==> src/rtl/culsans_exit_monitor.sv <==
// Passive end-of-test monitor on the slave-side AXI port: captures the exit-register write.
// Optional watchdog enabled by defining CULSANS_EXIT_MONITOR_WATCHDOG_EN.

package culsans_pkg;
  localparam logic [63:0] exitAddr = 64'h0000_0000_8000_0000;
  localparam int unsigned IdWidth  = 8;

  typedef struct packed {
    logic [IdWidth-1:0] id;
    logic [63:0]        addr;
    logic [7:0]         len;
    logic [2:0]         size;
    logic [1:0]         burst;
    logic [5:0]         atop;
  } aw_chan_t;

  typedef struct packed {
    logic [63:0] data;
    logic [7:0]  strb;
    logic        last;
  } w_chan_t;

  typedef struct packed {
    logic [IdWidth-1:0] id;
    logic [1:0]         resp;
  } b_chan_t;

  typedef struct packed {
    aw_chan_t aw;
    logic     aw_valid;
    w_chan_t  w;
    logic     w_valid;
    logic     b_ready;
    logic     ar_valid;
    logic     r_ready;
  } req_slv_t;

  typedef struct packed {
    logic    aw_ready;
    logic    w_ready;
    b_chan_t b;
    logic    b_valid;
    logic    ar_ready;
    logic    r_valid;
  } resp_slv_t;
endpackage

module culsans_exit_monitor #(
  parameter int unsigned AW_FIFO_DEPTH   = 8,
  parameter logic [63:0] EXIT_ADDR       = culsans_pkg::exitAddr,
  parameter logic [31:0] WATCHDOG_CYCLES = 32'd1_000_000
) (
  input  logic                                    clk_i,
  input  logic                                    rst_ni,
  input  logic [$bits(culsans_pkg::req_slv_t)-1:0]  axi_req_i,
  input  logic [$bits(culsans_pkg::resp_slv_t)-1:0] axi_resp_i,
  output logic                                    exit_valid_o,
  output logic                                    exit_pass_o,
  output logic [30:0]                             exit_code_o,
  output logic                                    error_o,
  output logic                                    timeout_o
);

  localparam int unsigned PtrW = $clog2(AW_FIFO_DEPTH);
  localparam int unsigned CntW = PtrW + 1;

  typedef enum logic [1:0] {StIdle, StWaitW, StWaitB, StDone} state_e;

  culsans_pkg::req_slv_t  req;
  culsans_pkg::resp_slv_t rsp;

  assign req = axi_req_i;
  assign rsp = axi_resp_i;

  state_e                            state_q;
  logic [AW_FIFO_DEPTH-1:0]          fifo_exit_q;
  logic [PtrW-1:0]                   wr_ptr_q, rd_ptr_q;
  logic [CntW-1:0]                   count_q;
  logic                              first_beat_q;
  logic [culsans_pkg::IdWidth-1:0]   exit_id_q;
  logic [31:0]                       exit_data_q;
  logic                              exit_valid_q, exit_pass_q, error_q;
  logic [30:0]                       exit_code_q;

  logic aw_hs, w_hs, b_hs;
  logic fifo_empty, fifo_full, push, pop, aw_is_exit;
  logic capture, b_exit, err_set;

  always_comb begin
    aw_hs      = req.aw_valid & rsp.aw_ready;
    w_hs       = req.w_valid & rsp.w_ready;
    b_hs       = rsp.b_valid & req.b_ready;
    fifo_empty = (count_q == '0);
    fifo_full  = (count_q == CntW'(AW_FIFO_DEPTH));
    push       = aw_hs & ~fifo_full;
    pop        = w_hs & req.w.last & ~fifo_empty;
    aw_is_exit = (req.aw.addr == EXIT_ADDR) & (req.aw.atop == '0) & (state_q == StIdle);
    // Only the first beat of the burst at the FIFO head can carry the exit value.
    capture    = w_hs & first_beat_q & ~fifo_empty & fifo_exit_q[rd_ptr_q] &
                 (state_q == StWaitW);
    b_exit     = b_hs & (state_q == StWaitB) & (rsp.b.id == exit_id_q);
    err_set    = (aw_hs & fifo_full) | (w_hs & fifo_empty) |
                 (capture & (req.w.strb[3:0] != 4'hF)) | (b_exit & (rsp.b.resp != 2'b00));
  end

  always_ff @(posedge clk_i or negedge rst_ni) begin
    if (!rst_ni) begin
      state_q      <= StIdle;
      fifo_exit_q  <= '0;
      wr_ptr_q     <= '0;
      rd_ptr_q     <= '0;
      count_q      <= '0;
      first_beat_q <= 1'b1;
      exit_id_q    <= '0;
      exit_data_q  <= '0;
      exit_valid_q <= 1'b0;
      exit_pass_q  <= 1'b0;
      exit_code_q  <= '0;
      error_q      <= 1'b0;
    end else begin
      if (push) begin
        fifo_exit_q[wr_ptr_q] <= aw_is_exit;
        wr_ptr_q              <= wr_ptr_q + PtrW'(1);
      end
      if (pop) begin
        rd_ptr_q <= rd_ptr_q + PtrW'(1);
      end
      if (push && !pop) begin
        count_q <= count_q + CntW'(1);
      end else if (!push && pop) begin
        count_q <= count_q - CntW'(1);
      end
      if (w_hs) begin
        first_beat_q <= req.w.last;
      end
      if (err_set) begin
        error_q <= 1'b1;
      end
      unique case (state_q)
        StIdle: begin
          if (push && aw_is_exit) begin
            exit_id_q <= req.aw.id;
            state_q   <= StWaitW;
          end
        end
        StWaitW: begin
          if (capture) begin
            exit_data_q <= req.w.data[31:0];
            state_q     <= StWaitB;
          end
        end
        StWaitB: begin
          if (b_exit) begin
            exit_valid_q <= 1'b1;
            exit_code_q  <= exit_data_q[31:1];
            exit_pass_q  <= (exit_data_q == 32'd1);
            state_q      <= StDone;
          end
        end
        StDone: ;
        default: state_q <= StIdle;
      endcase
    end
  end

  assign exit_valid_o = exit_valid_q;
  assign exit_pass_o  = exit_pass_q;
  assign exit_code_o  = exit_code_q;
  assign error_o      = error_q;

`ifdef CULSANS_EXIT_MONITOR_WATCHDOG_EN
  logic [31:0] wd_cnt_q;
  logic        timeout_q;

  always_ff @(posedge clk_i or negedge rst_ni) begin
    if (!rst_ni) begin
      wd_cnt_q  <= '0;
      timeout_q <= 1'b0;
    end else if (!exit_valid_q && (wd_cnt_q != WATCHDOG_CYCLES)) begin
      wd_cnt_q <= wd_cnt_q + 32'd1;
      if (wd_cnt_q + 32'd1 == WATCHDOG_CYCLES) begin
        timeout_q <= 1'b1;
      end
    end
  end

  assign timeout_o = timeout_q;
`else
  logic unused_wd;
  assign unused_wd = ^WATCHDOG_CYCLES;
  assign timeout_o = 1'b0;
`endif

  // Only a subset of the observed bus fields matters to the monitor.
  logic unused_bus;
  assign unused_bus = ^{axi_req_i, axi_resp_i};

endmodule

==> config.mk <==
export PLATFORM = sky130hd
export DESIGN_NAME = culsans_exit_monitor
export DESIGN_NICKNAME = d
export VERILOG_FILES = /design/src/rtl/culsans_exit_monitor.sv
export SDC_FILE = /design/constraint.sdc
export NUM_CORES = 1
export LEC_CHECK = 0
export CAP_MARGIN = 20
export CORE_ASPECT_RATIO = 2
export CORE_MARGIN = 5
export CORE_UTILIZATION = 40
export CTS_CLUSTER_DIAMETER = 50
export DETAILED_ROUTE_END_ITERATION = 8
export PLACE_DENSITY = 0.92
export SLEW_MARGIN = 5
export SYNTH_ARGS = -nofsm -noshare
export SYNTH_HDL_FRONTEND = slang
export SYNTH_SLANG_ARGS = --single-unit
export TNS_END_PERCENT = 100
==> constraint.sdc <==
create_clock -name clk_i -period 3.2 [get_ports clk_i]
set_input_delay 0.48 -clock clk_i [delete_from_list [all_inputs] [get_ports clk_i]]
set_output_delay 0.48 -clock clk_i [all_outputs]
set_load 0.01 [all_outputs]
==> results.rst <==
.. list-table::
   :header-rows: 1

   * - Metric
     - Value
   * - Number of antenna violations at the first check in global routing
     - 0
   * - Post_cts resized
     - 0
   * - Finished Layout Cells
     - approximately 630
   * - R2R depth
     - 8
   * - Power Dens Cells
     - 577 nW/µm²
   * - Clock latency of the later-clocked register in the worst-skew pair
     - 0.34 ns
   * - Violation count after the first detailed-route iteration
     - 92
   * - Via count of the first global-routing pass
     - 3,705
   * - Fraction of the mapped netlist area in simple logic gates
     - approximately 11%
   * - Element type at the critical path start
     - register
   * - Share of cell area taken by muxes after synthesis
     - ~21%
   * - Number of buffers added to fix hold violations after cts
     - 0
   * - Xor and xnor fraction of the mapped netlist area
     - between 3 and 4%
   * - Slowest cell on the critical path
     - sky130_fd_sc_hd__dfrtp_1
   * - Overflow left after global routing
     - 0
   * - Post-synth EDFFs
     - 0
   * - Last weighted congestion value of the routability-driven placer
     - approximately 0.8
   * - Arrival time at the worst endpoint
     - ~2.7 ns
   * - Hold violation count in the final report
     - 0
   * - Number of H-tree levels
     - 3
   * - Synthesis warning total
     - 0
   * - Dominant combinational cell family by area after synthesis
     - multiplexers
   * - Die Footprint
     - 13,100 µm²
   * - Total inserted antenna cells
     - 0
   * - Endpoints failing setup
     - 0
   * - Number of gates on the worst path with buffers counted
     - 8
   * - Tightest Hold Check Type
     - input pin to async pin
   * - Setup bufs post-CTS
     - 0
   * - Floorplan Core Area
     - roughly 11,000 µm²
   * - Worst Hold Slack
     - 0.239 ns
   * - Post-synthesis cell count
     - about 310
   * - Critical path's top delay family
     - simple AND/OR/NAND/NOR gates
   * - Max clock buf depth
     - 2
   * - P&R area growth vs syn
     - 48.6%
   * - Total instance count after detailed placement
     - about 610
   * - Initial cell density of the core
     - approximately two fifths
   * - Remaining number of nets flagged by the antenna check after routing
     - 0
   * - Port buffer count
     - 166
   * - CTS tree
     - done
   * - Post-detailed-placement cell area
     - 6150 µm²
   * - Detailed-router iteration count before antenna repair
     - 4
   * - Io pins
     - 221
   * - Clock sink total
     - 95
   * - Element type at the critical path end
     - register
   * - Clock Skew
     - around 0.0047 ns
   * - Width of the chip
     - ~84 µm
   * - Worst VDD drop
     - 0.301 mV
   * - Final design area excluding fillers
     - 6430 µm²
   * - Peak clock frequency supported by timing
     - around 400 MHz
   * - Most frequent cells in the layout
     - sky130_fd_sc_hd__clkdlybuf4s50_1 (165), sky130_fd_sc_hd__dfrtp_1 (94), sky130_fd_sc_hd__mux2_2 (43)
   * - Cell Rows
     - 53
   * - Buffering stage count on the worst path with inverters included
     - 1
   * - Synth Cell Area
     - between 4000 and 5000 µm²
   * - Fraction of final layout cells with drive strength greater than 1
     - 16.9%
   * - Unique cell type count in the Yosys netlist
     - between 40 and 50
   * - Global-route wire length before repair
     - around 18,000 µm
   * - CTS buffer count
     - 9
   * - Time the worst path needs with I/O delays and setup
     - 2.50 ns
   * - Fillcell total
     - 791
   * - Die height
     - about 160 µm
   * - CTS root buffer
     - sky130_fd_sc_hd__clkbuf_16
   * - Clock slew at reported path FFs
     - approximately 0.07 ns
   * - DR DRC count
     - 0
   * - Main flop type after synthesis
     - sky130_fd_sc_hd__dfrtp_1
   * - Result of the run
     - finished clean
   * - Via-per-instance ratio
     - roughly 5.2
   * - Flops & latches, synth
     - 95
   * - Final worst setup slack
     - 0.704 ns
   * - Critical Path RT
     - between 3 and 4 ns
   * - Post-Synthesis Mean Instance Area
     - between 10 and 15 µm²
   * - Maximum number of pins on one net before global-route repair
     - 73
   * - Leakage power figure
     - 2.84 nW
   * - Average wire length per cell after detail routing
     - ~17 µm
   * - Worst-margin pin slew
     - 0.877 ns
   * - Synthesized-area fraction occupied by ao, oa, aoi and oai cells
     - 4.77%
   * - Part of the Yosys area used for sequential elements
     - between 50% and 60%
   * - Most frequent standard cell in the layout excluding fill and tap cells
     - sky130_fd_sc_hd__clkdlybuf4s50_1
   * - Fin Setup TNS
     - 0 ns
   * - Ordered list of cells on the worst path
     - inv_1 > ha_1 > nor4b_2 > nand4_2 > nor2_1 > nand3_2 > a211oi_2 > mux2_1
   * - Share of synthesized flip-flops with an asynchronous set or reset
     - 100%
   * - Nets
     - ~680
   * - Number of max-slew violations in the final report
     - 0
   * - Total vias in the final route
     - about 3.3k
   * - Type of the worst setup path
     - register to register
   * - Setup repair after global routing missed its margin
     - false
   * - Maximum fanout along the worst path
     - 9
   * - Total Routing Usage GR
     - between 10% and 20%
   * - Maximum cell stage delay along the critical path
     - 0.42 ns
   * - Number of nets produced by synthesis
     - 511
   * - Place WS
     - 0.343 ns
   * - Crit share post-route
     - around 78%
   * - DP Wirelength
     - 8780 µm
   * - Worst slew margin relative to its limit
     - roughly two fifths
   * - Max-capacitance violation count
     - 0
   * - Final Routed Wirelength
     - 10,700 µm
   * - Fraction of the mapped netlist area in adder cells
     - 3.35%
[registers in the layout, indices dropped and copies added (netlist names)]
| signal | flops |
|---|---|
| rd_ptr_q | 3 |
| state_q | 2 |
| exit_valid_o | 1 |
| first_beat_q | 1 |
| exit_code_o | 31 |
| error_o | 1 |
| count_q | 4 |
| wr_ptr_q | 3 |
| fifo_exit_q | 8 |
| exit_id_q | 8 |
| exit_pass_o | 1 |
| exit_data_q | 32 |
[final cells by class]
class / count / area, µm² / area share, %
Clock inverter: 7 / 56.3 / 0.875
Clock buffer: 9 / 225 / 3.50
Inverter: 5 / 18.8 / 0.292
Multi-Input combinational cell: 203 / 1880 / 29.2
Timing Repair Buffer: 172 / 1700 / 26.5
Tap cell: 137 / 171 / 2.66
Sequential cell: 95 / 2380 / 37.0
[worst paths after layout]
kind	start	end	slack, ns
worst min-delay path	rst_ni	exit_code_o[12]$_DFFE_PN0P_	0.24
max in group asynchronous	rst_ni	exit_id_q[5]$_DFFE_PN0P_	2.11
min in group clk_i	first_beat_q$_DFFE_PN1N_	first_beat_q$_DFFE_PN1N_	0.47
worst max register to register	state_q[0]$_DFFE_PN0P_	state_q[1]$_DFFE_PN0P_	0.70
worst min register to register	first_beat_q$_DFFE_PN1N_	first_beat_q$_DFFE_PN1N_	0.47
worst max-delay path	state_q[0]$_DFFE_PN0P_	state_q[1]$_DFFE_PN0P_	0.70
[synth_stat cells (2+ instances only)]
master / instances / area [µm²]
sky130_fd_sc_hd__ha_1: 10 / 125
sky130_fd_sc_hd__inv_1: 5 / 18.8
sky130_fd_sc_hd__clkbuf_1: 3 / 11.3
sky130_fd_sc_hd__xnor2_1: 13 / 114
sky130_fd_sc_hd__mux2_1: 33 / 372
sky130_fd_sc_hd__a21o_1: 2 / 15.0
sky130_fd_sc_hd__buf_2: 7 / 35.0
sky130_fd_sc_hd__nor2_1: 4 / 15.0
sky130_fd_sc_hd__nor4b_1: 2 / 17.5
sky130_fd_sc_hd__o21ai_0: 7 / 35.0
sky130_fd_sc_hd__nand2b_1: 4 / 25.0
sky130_fd_sc_hd__nor4_4: 3 / 63.8
sky130_fd_sc_hd__mux2_2: 43 / 484
sky130_fd_sc_hd__nand3_1: 4 / 20.0
sky130_fd_sc_hd__nor4_2: 5 / 62.6
sky130_fd_sc_hd__dfrtp_1: 94 / 2350
sky130_fd_sc_hd__nand4_2: 2 / 25.0
sky130_fd_sc_hd__o31ai_1: 9 / 67.6
sky130_fd_sc_hd__nand2_1: 12 / 45.0
sky130_fd_sc_hd__nor3_1: 3 / 15.0
sky130_fd_sc_hd__mux2i_1: 2 / 20.0
sky130_fd_sc_hd__nor4_1: 16 / 100
sky130_fd_sc_hd__nand4_1: 7 / 43.8
sky130_fd_sc_hd__xor2_1: 3 / 26.3
[logic make-up (layout without fill, tap and decap cells)]
kind of cell	after synthesis	count (layout)
simple gates	68	68
compound gates	28	28
other cells	1	1
fa+ha+maj	11	11
xor+xnor	16	16
mux	79	79
flops	95	95
buf+inv	16	193
[per-stage QoR]
step	power [W]	util (%)
3_5_place_dp	0.00276	58.3
6_report	0.00372	61.0
5_1_grt	0.00397	61.0
2_1_floorplan	0.00230	-
3_3_place_gp	0.00266	58.3
4_1_cts	0.00377	61.0
[where the power goes]
part / total, W / internal, W / switching [W]
clock network: 0.00100 / 0.000536 / 0.000464
logic: 0.000938 / 0.000539 / 0.000399
registers: 0.00178 / 0.00150 / 0.000281
total: 0.00372 / 0.00257 / 0.00114
[metal layers]
metal	share of wire, %	vias up	GRT usage [%]
li1	-	1506	-
met1	32	1595	15.2
met2	58	133	34.3
met3	6.3	21	4.30
met4	3.5	0	7.36
met5	0	-	0
Note: power is estimated with default switching activity, not from simulation.
